<file path="src/rtl/solar_display_scheduler_if.sv">
// Control/status bundle between the wrapper pad logic and the display scheduler.
// master = pad-side controller, slave = solar_display_scheduler.
interface solar_display_scheduler_if #(
    parameter int DWELL_W = 16
);
    logic               enable;
    logic               manual;
    logic [2:0]         manual_sel;
    logic               hold;
    logic [DWELL_W-1:0] dwell;
    logic [4:0]         ch_mask;
    logic [2:0]         select;
    logic               sample_stb;
    logic               frame_done;
    logic               busy;

    modport master (
        output enable, manual, manual_sel, hold, dwell, ch_mask,
        input  select, sample_stb, frame_done, busy
    );

    modport slave (
        input  enable, manual, manual_sel, hold, dwell, ch_mask,
        output select, sample_stb, frame_done, busy
    );
endinterface

</file>
<file path="src/rtl/solar_display_scheduler.sv">
// Channel-select sequencer for the solar monitor's registered 5:1 display mux.
// Optional feature macro: SOLAR_SCHED_MASK_EN (honour ch_mask; otherwise all channels scan).
module solar_display_scheduler #(
    parameter int DWELL_W = 16
) (
    input  logic                            wb_clk_i,
    input  logic                            wb_rst_i,
    solar_display_scheduler_if.slave        bus
);
    typedef enum logic [1:0] {
        ST_IDLE   = 2'd0,
        ST_SETTLE = 2'd1,
        ST_DWELL  = 2'd2
    } state_t;

    localparam logic [2:0] CH_LAST = 3'd4;

    function automatic logic [2:0] clamp_sel(input logic [2:0] sel);
        return (sel > CH_LAST) ? 3'd0 : sel;
    endfunction

    function automatic logic [2:0] lowest_ch(input logic [4:0] elig);
        logic [2:0] ch;
        ch = 3'd0;
        for (int i = 4; i >= 0; i--) begin
            ch = elig[i] ? 3'(i) : ch;
        end
        return ch;
    endfunction

    // Returns {found, channel}: lowest eligible channel strictly above cur.
    function automatic logic [3:0] next_above(input logic [2:0] cur, input logic [4:0] elig);
        logic [3:0] res;
        res = 4'd0;
        for (int i = 4; i >= 0; i--) begin
            res = (elig[i] && (i > int'(cur))) ? {1'b1, 3'(i)} : res;
        end
        return res;
    endfunction

    logic [4:0]         eligible_s;
    logic [2:0]         manual_tgt_s;
    logic [2:0]         lowest_s;
    logic [3:0]         next_s;
    logic [DWELL_W-1:0] load_s;

    state_t             state_r;
    state_t             state_nxt_s;
    logic [2:0]         select_r;
    logic [2:0]         select_nxt_s;
    logic [DWELL_W-1:0] count_r;
    logic [DWELL_W-1:0] count_nxt_s;
    logic               stb_r;
    logic               stb_nxt_s;
    logic               frame_r;
    logic               frame_nxt_s;
    logic               busy_r;
    logic               busy_nxt_s;

`ifdef SOLAR_SCHED_MASK_EN
    assign eligible_s = bus.ch_mask;
`else
    // Mask has no effect in this build: every channel is always eligible.
    assign eligible_s = bus.ch_mask | 5'b11111;
`endif

    assign manual_tgt_s = clamp_sel(bus.manual_sel);
    assign lowest_s     = lowest_ch(eligible_s);
    assign next_s       = next_above(select_r, eligible_s);
    assign load_s       = (bus.dwell == {DWELL_W{1'b0}}) ? {DWELL_W{1'b0}}
                        : bus.dwell - {{(DWELL_W-1){1'b0}}, 1'b1};

    // Next-state and next-output decode.
    always_comb begin
        state_nxt_s  = state_r;
        select_nxt_s = select_r;
        count_nxt_s  = count_r;
        stb_nxt_s    = 1'b0;
        frame_nxt_s  = 1'b0;
        if (!bus.enable) begin
            state_nxt_s = ST_IDLE;
        end else begin
            case (state_r)
                ST_IDLE: begin
                    if (bus.manual) begin
                        select_nxt_s = manual_tgt_s;
                        state_nxt_s  = ST_SETTLE;
                    end else if (|eligible_s) begin
                        select_nxt_s = lowest_s;
                        state_nxt_s  = ST_SETTLE;
                    end else begin
                        state_nxt_s  = ST_IDLE;
                    end
                end
                ST_SETTLE: begin
                    stb_nxt_s   = 1'b1;
                    count_nxt_s = load_s;
                    state_nxt_s = ST_DWELL;
                end
                ST_DWELL: begin
                    if (bus.manual && (manual_tgt_s != select_r)) begin
                        select_nxt_s = manual_tgt_s;
                        state_nxt_s  = ST_SETTLE;
                    end else if (bus.hold) begin
                        count_nxt_s  = count_r;
                    end else if (count_r != {DWELL_W{1'b0}}) begin
                        count_nxt_s  = count_r - {{(DWELL_W-1){1'b0}}, 1'b1};
                    end else if (bus.manual) begin
                        // Manual expiry only restarts the dwell; the channel stays pinned.
                        count_nxt_s  = load_s;
                    end else if (!(|eligible_s)) begin
                        state_nxt_s  = ST_IDLE;
                    end else if (next_s[3]) begin
                        select_nxt_s = next_s[2:0];
                        state_nxt_s  = ST_SETTLE;
                    end else begin
                        select_nxt_s = lowest_s;
                        frame_nxt_s  = 1'b1;
                        state_nxt_s  = ST_SETTLE;
                    end
                end
                default: begin
                    state_nxt_s = ST_IDLE;
                end
            endcase
        end
        busy_nxt_s = (state_nxt_s != ST_IDLE);
    end

    // State register and registered outputs; reset clears everything with no strobe.
    always_ff @(posedge wb_clk_i or posedge wb_rst_i) begin
        if (wb_rst_i) begin
            state_r  <= ST_IDLE;
            select_r <= 3'd0;
            count_r  <= {DWELL_W{1'b0}};
            stb_r    <= 1'b0;
            frame_r  <= 1'b0;
            busy_r   <= 1'b0;
        end else begin
            state_r  <= state_nxt_s;
            select_r <= select_nxt_s;
            count_r  <= count_nxt_s;
            stb_r    <= stb_nxt_s;
            frame_r  <= frame_nxt_s;
            busy_r   <= busy_nxt_s;
        end
    end

    assign bus.select     = select_r;
    assign bus.sample_stb = stb_r;
    assign bus.frame_done = frame_r;
    assign bus.busy       = busy_r;
endmodule

</file>
<file path="src/flat_wrapper.sv">
// flat-port wrapper written by rule: the top's interface ports become plain ports
module solar_display_scheduler_flat 
#(
    parameter int DWELL_W = 16
)
  (wb_clk_i, wb_rst_i, bus_enable, bus_manual, bus_manual_sel, bus_hold, bus_dwell, bus_ch_mask, bus_select, bus_sample_stb, bus_frame_done, bus_busy);
  solar_display_scheduler_if #(.DWELL_W(DWELL_W)) bus_i ();
  input  logic wb_clk_i;
  input  logic wb_rst_i;
  input wire logic [$bits(bus_i.enable)-1:0] bus_enable;
  input wire logic [$bits(bus_i.manual)-1:0] bus_manual;
  input wire logic [$bits(bus_i.manual_sel)-1:0] bus_manual_sel;
  input wire logic [$bits(bus_i.hold)-1:0] bus_hold;
  input wire logic [$bits(bus_i.dwell)-1:0] bus_dwell;
  input wire logic [$bits(bus_i.ch_mask)-1:0] bus_ch_mask;
  output wire logic [$bits(bus_i.select)-1:0] bus_select;
  output wire logic [$bits(bus_i.sample_stb)-1:0] bus_sample_stb;
  output wire logic [$bits(bus_i.frame_done)-1:0] bus_frame_done;
  output wire logic [$bits(bus_i.busy)-1:0] bus_busy;
  assign bus_i.enable = bus_enable;
  assign bus_i.manual = bus_manual;
  assign bus_i.manual_sel = bus_manual_sel;
  assign bus_i.hold = bus_hold;
  assign bus_i.dwell = bus_dwell;
  assign bus_i.ch_mask = bus_ch_mask;
  assign bus_select = bus_i.select;
  assign bus_sample_stb = bus_i.sample_stb;
  assign bus_frame_done = bus_i.frame_done;
  assign bus_busy = bus_i.busy;
  solar_display_scheduler #(.DWELL_W(DWELL_W)) u_core (.wb_clk_i(wb_clk_i), .wb_rst_i(wb_rst_i), .bus(bus_i));
endmodule
</file>
<file path="config.mk">
export PLATFORM = sky130hd
export DESIGN_NAME = solar_display_scheduler_flat
export DESIGN_NICKNAME = d
export VERILOG_FILES = /design/src/rtl/solar_display_scheduler_if.sv /design/src/rtl/solar_display_scheduler.sv /design/src/flat_wrapper.sv
export SDC_FILE = /design/constraint.sdc
export NUM_CORES = 1
export LEC_CHECK = 0
export ABC_AREA = 1
export BUFFER_PORTS_ARGS = -buffer_cell sky130_fd_sc_hd__buf_2
export CAP_MARGIN = 20
export CORE_UTILIZATION = 45
export CTS_BUF_LIST = sky130_fd_sc_hd__clkbuf_16
export DETAILED_ROUTE_END_ITERATION = 10
export HOLD_SLACK_MARGIN = 0.02
export PLACE_DENSITY = 0.78
export SLEW_MARGIN = 20
export SYNTH_ARGS = -nofsm -noshare
export SYNTH_HDL_FRONTEND = slang
export SYNTH_SLANG_ARGS = --single-unit
</file>
<file path="constraint.sdc">
create_clock -name wb_clk_i -period 2.2 [get_ports wb_clk_i]
set_clock_uncertainty 0.2 [all_clocks]
set_input_delay 0.44 -clock wb_clk_i [delete_from_list [all_inputs] [get_ports wb_clk_i]]
set_output_delay 0.44 -clock wb_clk_i [all_outputs]
set_load 0.03 [all_outputs]
</file>
Word-level counts from Yosys, hierarchy flattened
Index checks and enable logic that the tools add are counted.
{"block": "op_classes", "addsub": 2, "magnitude_cmp": 5, "eq_ne": 9, "n_mux": 33, "n_reduce_logical": 9}
{"operator": "16-bit 2-to-1 mux", "n": 5}
{"operator": "16-bit one-hot mux with 2 select lines", "n": 1}
{"operator": "16-bit by 1-bit subtractor with 16-bit output, second input constant", "n": 2}
{"operator": "3-bit 2-to-1 mux", "n": 7}
{"operator": "16-bit zero test", "n": 1}
{"operator": "4-bit 2-to-1 mux", "n": 4}
{"operator": "16-bit nonzero test", "n": 1}
{"operator": "3-bit by 2-bit inequality test with 1-bit output, second input constant", "n": 4}
{"operator": "2-bit 2-to-1 mux", "n": 5}
{"operator": "5-bit AND reduction", "n": 2}
{"operator": "1-bit 2-to-1 mux", "n": 9}
{"operator": "2-bit by 3-bit greater-than comparator with 1-bit output, first input constant", "n": 2}
{"operator": "2-bit one-hot mux with 3 select lines", "n": 1}
{"operator": "3-bit one-hot mux with 2 select lines", "n": 1}
{"operator": "2-bit nonzero test", "n": 3}
{"operator": "2-bit inequality test, second input constant", "n": 2}
{"operator": "1-bit by 3-bit greater-than comparator with 1-bit output, first input constant", "n": 1}
{"operator": "3-bit greater-than comparator, first input constant", "n": 1}
{"operator": "3-bit greater-than comparator, second input constant", "n": 1}
{"operator": "3-bit inequality test", "n": 1}
{"operator": "2-bit by 1-bit == test with 1-bit output, second input constant", "n": 1}
{"operator": "2-bit == test, second input constant", "n": 1}
{"operator": "2-bit zero test", "n": 1}
{"operator": "1-bit logical AND", "n": 1}
{"block": "word_totals", "regBits": 24, "output_inout_bits": 6, "word_cells": 64}

Longest topological paths before layout
{"block": "logic_depth", "ltp_word": 12, "depth_mapped": 13}

Worst setup path after synthesis
No wires, ideal clock.
{"block": "synth_path", "path_kind": "flip-flop to flip-flop", "startpoint": "register u_core.select_r[2], in the netlist u_core.bus.select[2]", "endpoint": "register u_core.count_r[5]", "setup_ns": 0.117, "t_arrival_ns": 1.505, "setup_slack_ns": 0.378, "path_stages_with_launch": 13, "n_path_buf": 1, "cell_sequence": "dfrtp_1 > inv_1 > nand3_1 > nand2_1 > nor2_2 > nand2_2 > nand2_4 > nand2_4 > nand2_4 > nand2_4 > buf_6 > nand2_1 > nand2_1"}
{"block": "synth_between", "elab_chain_len": 4}
{"item": "start: declaration", "line_no": "solar_display_scheduler.sv:49", "text": "logic [2:0] select_r;"}
{"item": "start signal: assignment", "line_no": "solar_display_scheduler.sv:141", "text": "select_r <= select_nxt_s;"}
{"item": "3-bit inequality test", "line_no": "solar_display_scheduler.sv:101", "text": "if (bus.manual && (manual_tgt_s != select_r)) begin"}
{"item": "1-bit logical AND", "line_no": "solar_display_scheduler.sv:101"}
{"item": "2-bit inequality test (no line)"}
{"item": "5-bit AND reduction (no line)"}
{"item": "end signal: assignment", "line_no": "solar_display_scheduler.sv:135", "text": "count_r <= {DWELL_W{1'b0}};"}
{"item": "end signal: assignment", "line_no": "solar_display_scheduler.sv:142", "text": "count_r <= count_nxt_s;"}
{"item": "end: declaration", "line_no": "solar_display_scheduler.sv:51", "text": "logic [DWELL_W-1:0] count_r;"}
Every way passes these cells.
A chain may end at the register's enable or synchronous reset.

Worst setup path after layout
{"block": "layout_path", "startpoint": "register u_core.count_r[0]", "endpoint": "register u_core.select_r[1], in the netlist u_core.bus.select[1]"}
{"block": "layout_between", "elab_chain_len": 3}
{"item": "16-bit nonzero test", "line_no": "solar_display_scheduler.sv:106", "text": "end else if (count_r != {DWELL_W{1'b0}}) begin"}
{"item": "3-bit by 2-bit inequality test with 1-bit output (no line)"}
{"item": "5-bit AND reduction (no line)"}
Every way passes these cells.

==> flow_summary.toml <==
[drt]
num_vias = 2034
drt-initial-drc-count = 76
ant_nets = 0
drt_wl_total_mm = 4.56
via_per_inst = 5.00
dr.pass1.iters = 4
drc = 0
avgRoutedWirePerCell_um = 11.2

[cells_and_area]
nets = 388
area_growth_pct = 16.2
drive_gt1_frac = 0.166
final_cells = 407
antenna_cells = 0
final_cell_area_mm2 = 0.00239
final_util = 0.545

[critical_path]
required_ns = 2.15
crit_arrival_ns = 1.94
endpoint_kind = "register"
crit_fanout = 4
startpoint_type = "register"
r2r_slack_ns = 0.21
crit_type = "register to register"

[sta]
hold_violations = 0
hold_slack_ns = 0.287
slew_violations = 0
fin_crit_ns = 1.99
setup-tns-final_ns = 0
maxSlewHeadroom = 0.794
fin_ws_ns = 0.213
rsz0062_at_grt = "no"
worst_slew_pin_slew_ns = 0.309
finalSetupViolCount = 0
fin_crit_sh = 0.903
fmaxAchievable_mhz = 503

[logic_synthesis]
yosysUniqueCellTypes = 27
syn_area_mm2 = 0.00206
synth_top_area_frac = 0.292
postSynthAreaPerCell_um2 = 6.43
synth.net_count = 352
synth.largest_area_cell = "dfrtp_1"
ys_top_cells_by_area = "dfrtp_1 29%, nand2_1 20%, nand3_1 10%, nor2_1 7.7%, xnor2_1 5.1%"
postSynthCellCount = 320
synth-seq-area-share = 0.292
synth_seq_cells = 24
yosysWarningCount = 0

[placed_design]
pre_cts_ws_ns = 0.164
gp_congestion = 0.850
placed_cell_area_mm2 = 0.00227
placedCellCount = 402
dp.final_hpwl_mm = 3.50
io_buffer_count = 29

[cts]
clk_path_buf_depth = 2
clkLatencyLatePin_ns = 0.26
cts_buffers = 3
root_buffer = "clkbuf_16"
cts_tree = "yes"
cts.clk_slew.worst_paths_ns = 0.06
cts_max_level = 1
cts_sinks = 24
cts_setup_buffers = 0

[floorplanning]
dieArea_mm2 = 0.00485
fp.dieW_um = 69.6
fp-row-count = 24
die_height_um = 69.6
core_mm2 = 0.00438
io_pins = 35
start_util = 0.469

[global_route]
gr-usage-met3 = 0.0276
use_met1 = 0.261
track_usage = 0.206
grt-ovfl-total = 0
antenna_found_initial = 0
grt_max_degree = 25
grt_use_met2 = 0.356
grt_pass1_wl_mm = 8.07
busiest_layer = "met2"
grt_pass1_vias = 1864

[power_and_ir_drop]
finalPower_mw = 2.04
leakage_nw = 1.24
peakVddDrop_v = 0.000347
pwr_density_cell_mw_per_mm2 = 856

[flow_run]
drv_cap = 0

[hold_path]
hold_class = "register to register"

[status]
status = "finished, final reports clean"
-- final timing paths --
| path | start | to | depth (start not counted) |
|---|---|---|---|
| setup reg to reg | u_core.count_r[0] | u_core.bus.select[1] | 11 |
| setup / recovery | u_core.count_r[0] | u_core.bus.select[1] | 11 |
| hold / removal | u_core.state_r[1] | u_core.bus.busy | 1 |
| hold reg to reg | u_core.state_r[1] | u_core.bus.busy | 1 |
| max in group asynchronous | wb_rst_i | u_core.bus.select[1] | 4 |
| min in group asynchronous | wb_rst_i | u_core.count_r[3] | 4 |
-- report_power, final --
group	switching, mW	internal [mW]
clock	0.163	0.362
sequential	0.161	0.568
combinational	0.483	0.308
total	0.807	1.24
-- cells in the final DEF, fill, tap and decap left out --
master	Yosys	routed
nand2_1	111	111
nor2_1	42	42
nand3_1	41	41
buf_2	1	29
inv_1	27	27
dfrtp_1	24	24
xnor2_1	12	12
xor2_1	10	10
o21ai_1	8	8
nand2_4	5	6
nor2_2	5	5
o22ai_1	5	5
buf_4	1	5
nand2_2	4	3
nor2_4	3	3
a21oi_1	3	3
nand4_1	3	3
ha_1	3	3
clkbuf_16	0	3
inv_2	2	2
o21ai_0	2	2
or2_2	1	1
o21ai_2	1	1
nand3b_1	1	1
nor4_1	1	1
a21o_1	1	1
nor3_1	1	1
bufinv_16	0	1
dlygate4sd3_1	0	1
-- registers in the layout (all words and copies together) (netlist names) --
| name | cells |
|---|---|
| u_core.bus.sample_stb | 1 |
| u_core.count_r | 16 |
| u_core.bus.select | 3 |
| u_core.state_r | 2 |
| u_core.bus.frame_done | 1 |
| u_core.bus.busy | 1 |
-- what timing repair did --
action                                 in CTS  in global routing
hold buffers                                1                  0
endpoints found under the hold margin       2                  0
setup endpoints to repair                   0                  6
resized for setup                           0                  1
-- kinds of logic after synthesis --
family                     Yosys count  synth area share
and+or+nand+nor                    218             0.471
xor gates and xnor gates            22            0.0937
buffers and inverters               33            0.0700
adders and majority gates            3            0.0183
AOI/OAI and AO/OA                   20            0.0547
DFF                                 24             0.292
-- area by class of cell --
cell class | instances | area, um2
fillers | 447 | 1990
well taps | 52 | 65.1
clock inverters | 1 | 30.0
flip-flops and latches | 24 | 601
clock buffers | 3 | 75.1
inverters | 29 | 109
multi-input cells | 263 | 1320
repair buffers | 35 | 193
-- routing by layer --
layer  vias up  share of wire
met5         -              0
met4         0          0.020
met3         7          0.028
met2        39           0.47
met1       903           0.48
li1       1085              -
-- worst max-delay path, stage by stage, from the launching register on --
cell and delay, ns:
dfrtp_1 0.39, inv_1 0.10, ha_1 0.21, nand2_2 0.12, nor2_1 0.13, nand2_1 0.07
nor2_1 0.11, nand3b_1 0.12, nand3_1 0.16, nand2_1 0.13, nand2_1 0.08, nand2_1 0.05
-- cell usage after synthesis --
library cell	count
xnor2_1	12
buf_6	2
nor2_4	3
a21o_1	1
nand2_4	5
a21oi_1	3
buf_4	1
nor2_1	42
nand3_1	41
nand4_1	3
nand2_1	111
o22ai_1	5
nand3b_1	1
nor4_1	1
inv_1	27
dfrtp_1	24
xor2_1	10
o21ai_1	8
o21ai_0	2
nand2_2	4
or2_2	1
o21ai_2	1
inv_2	2
buf_2	1
nor2_2	5
nor3_1	1
ha_1	3
Power figures use the tool's default switching activity.
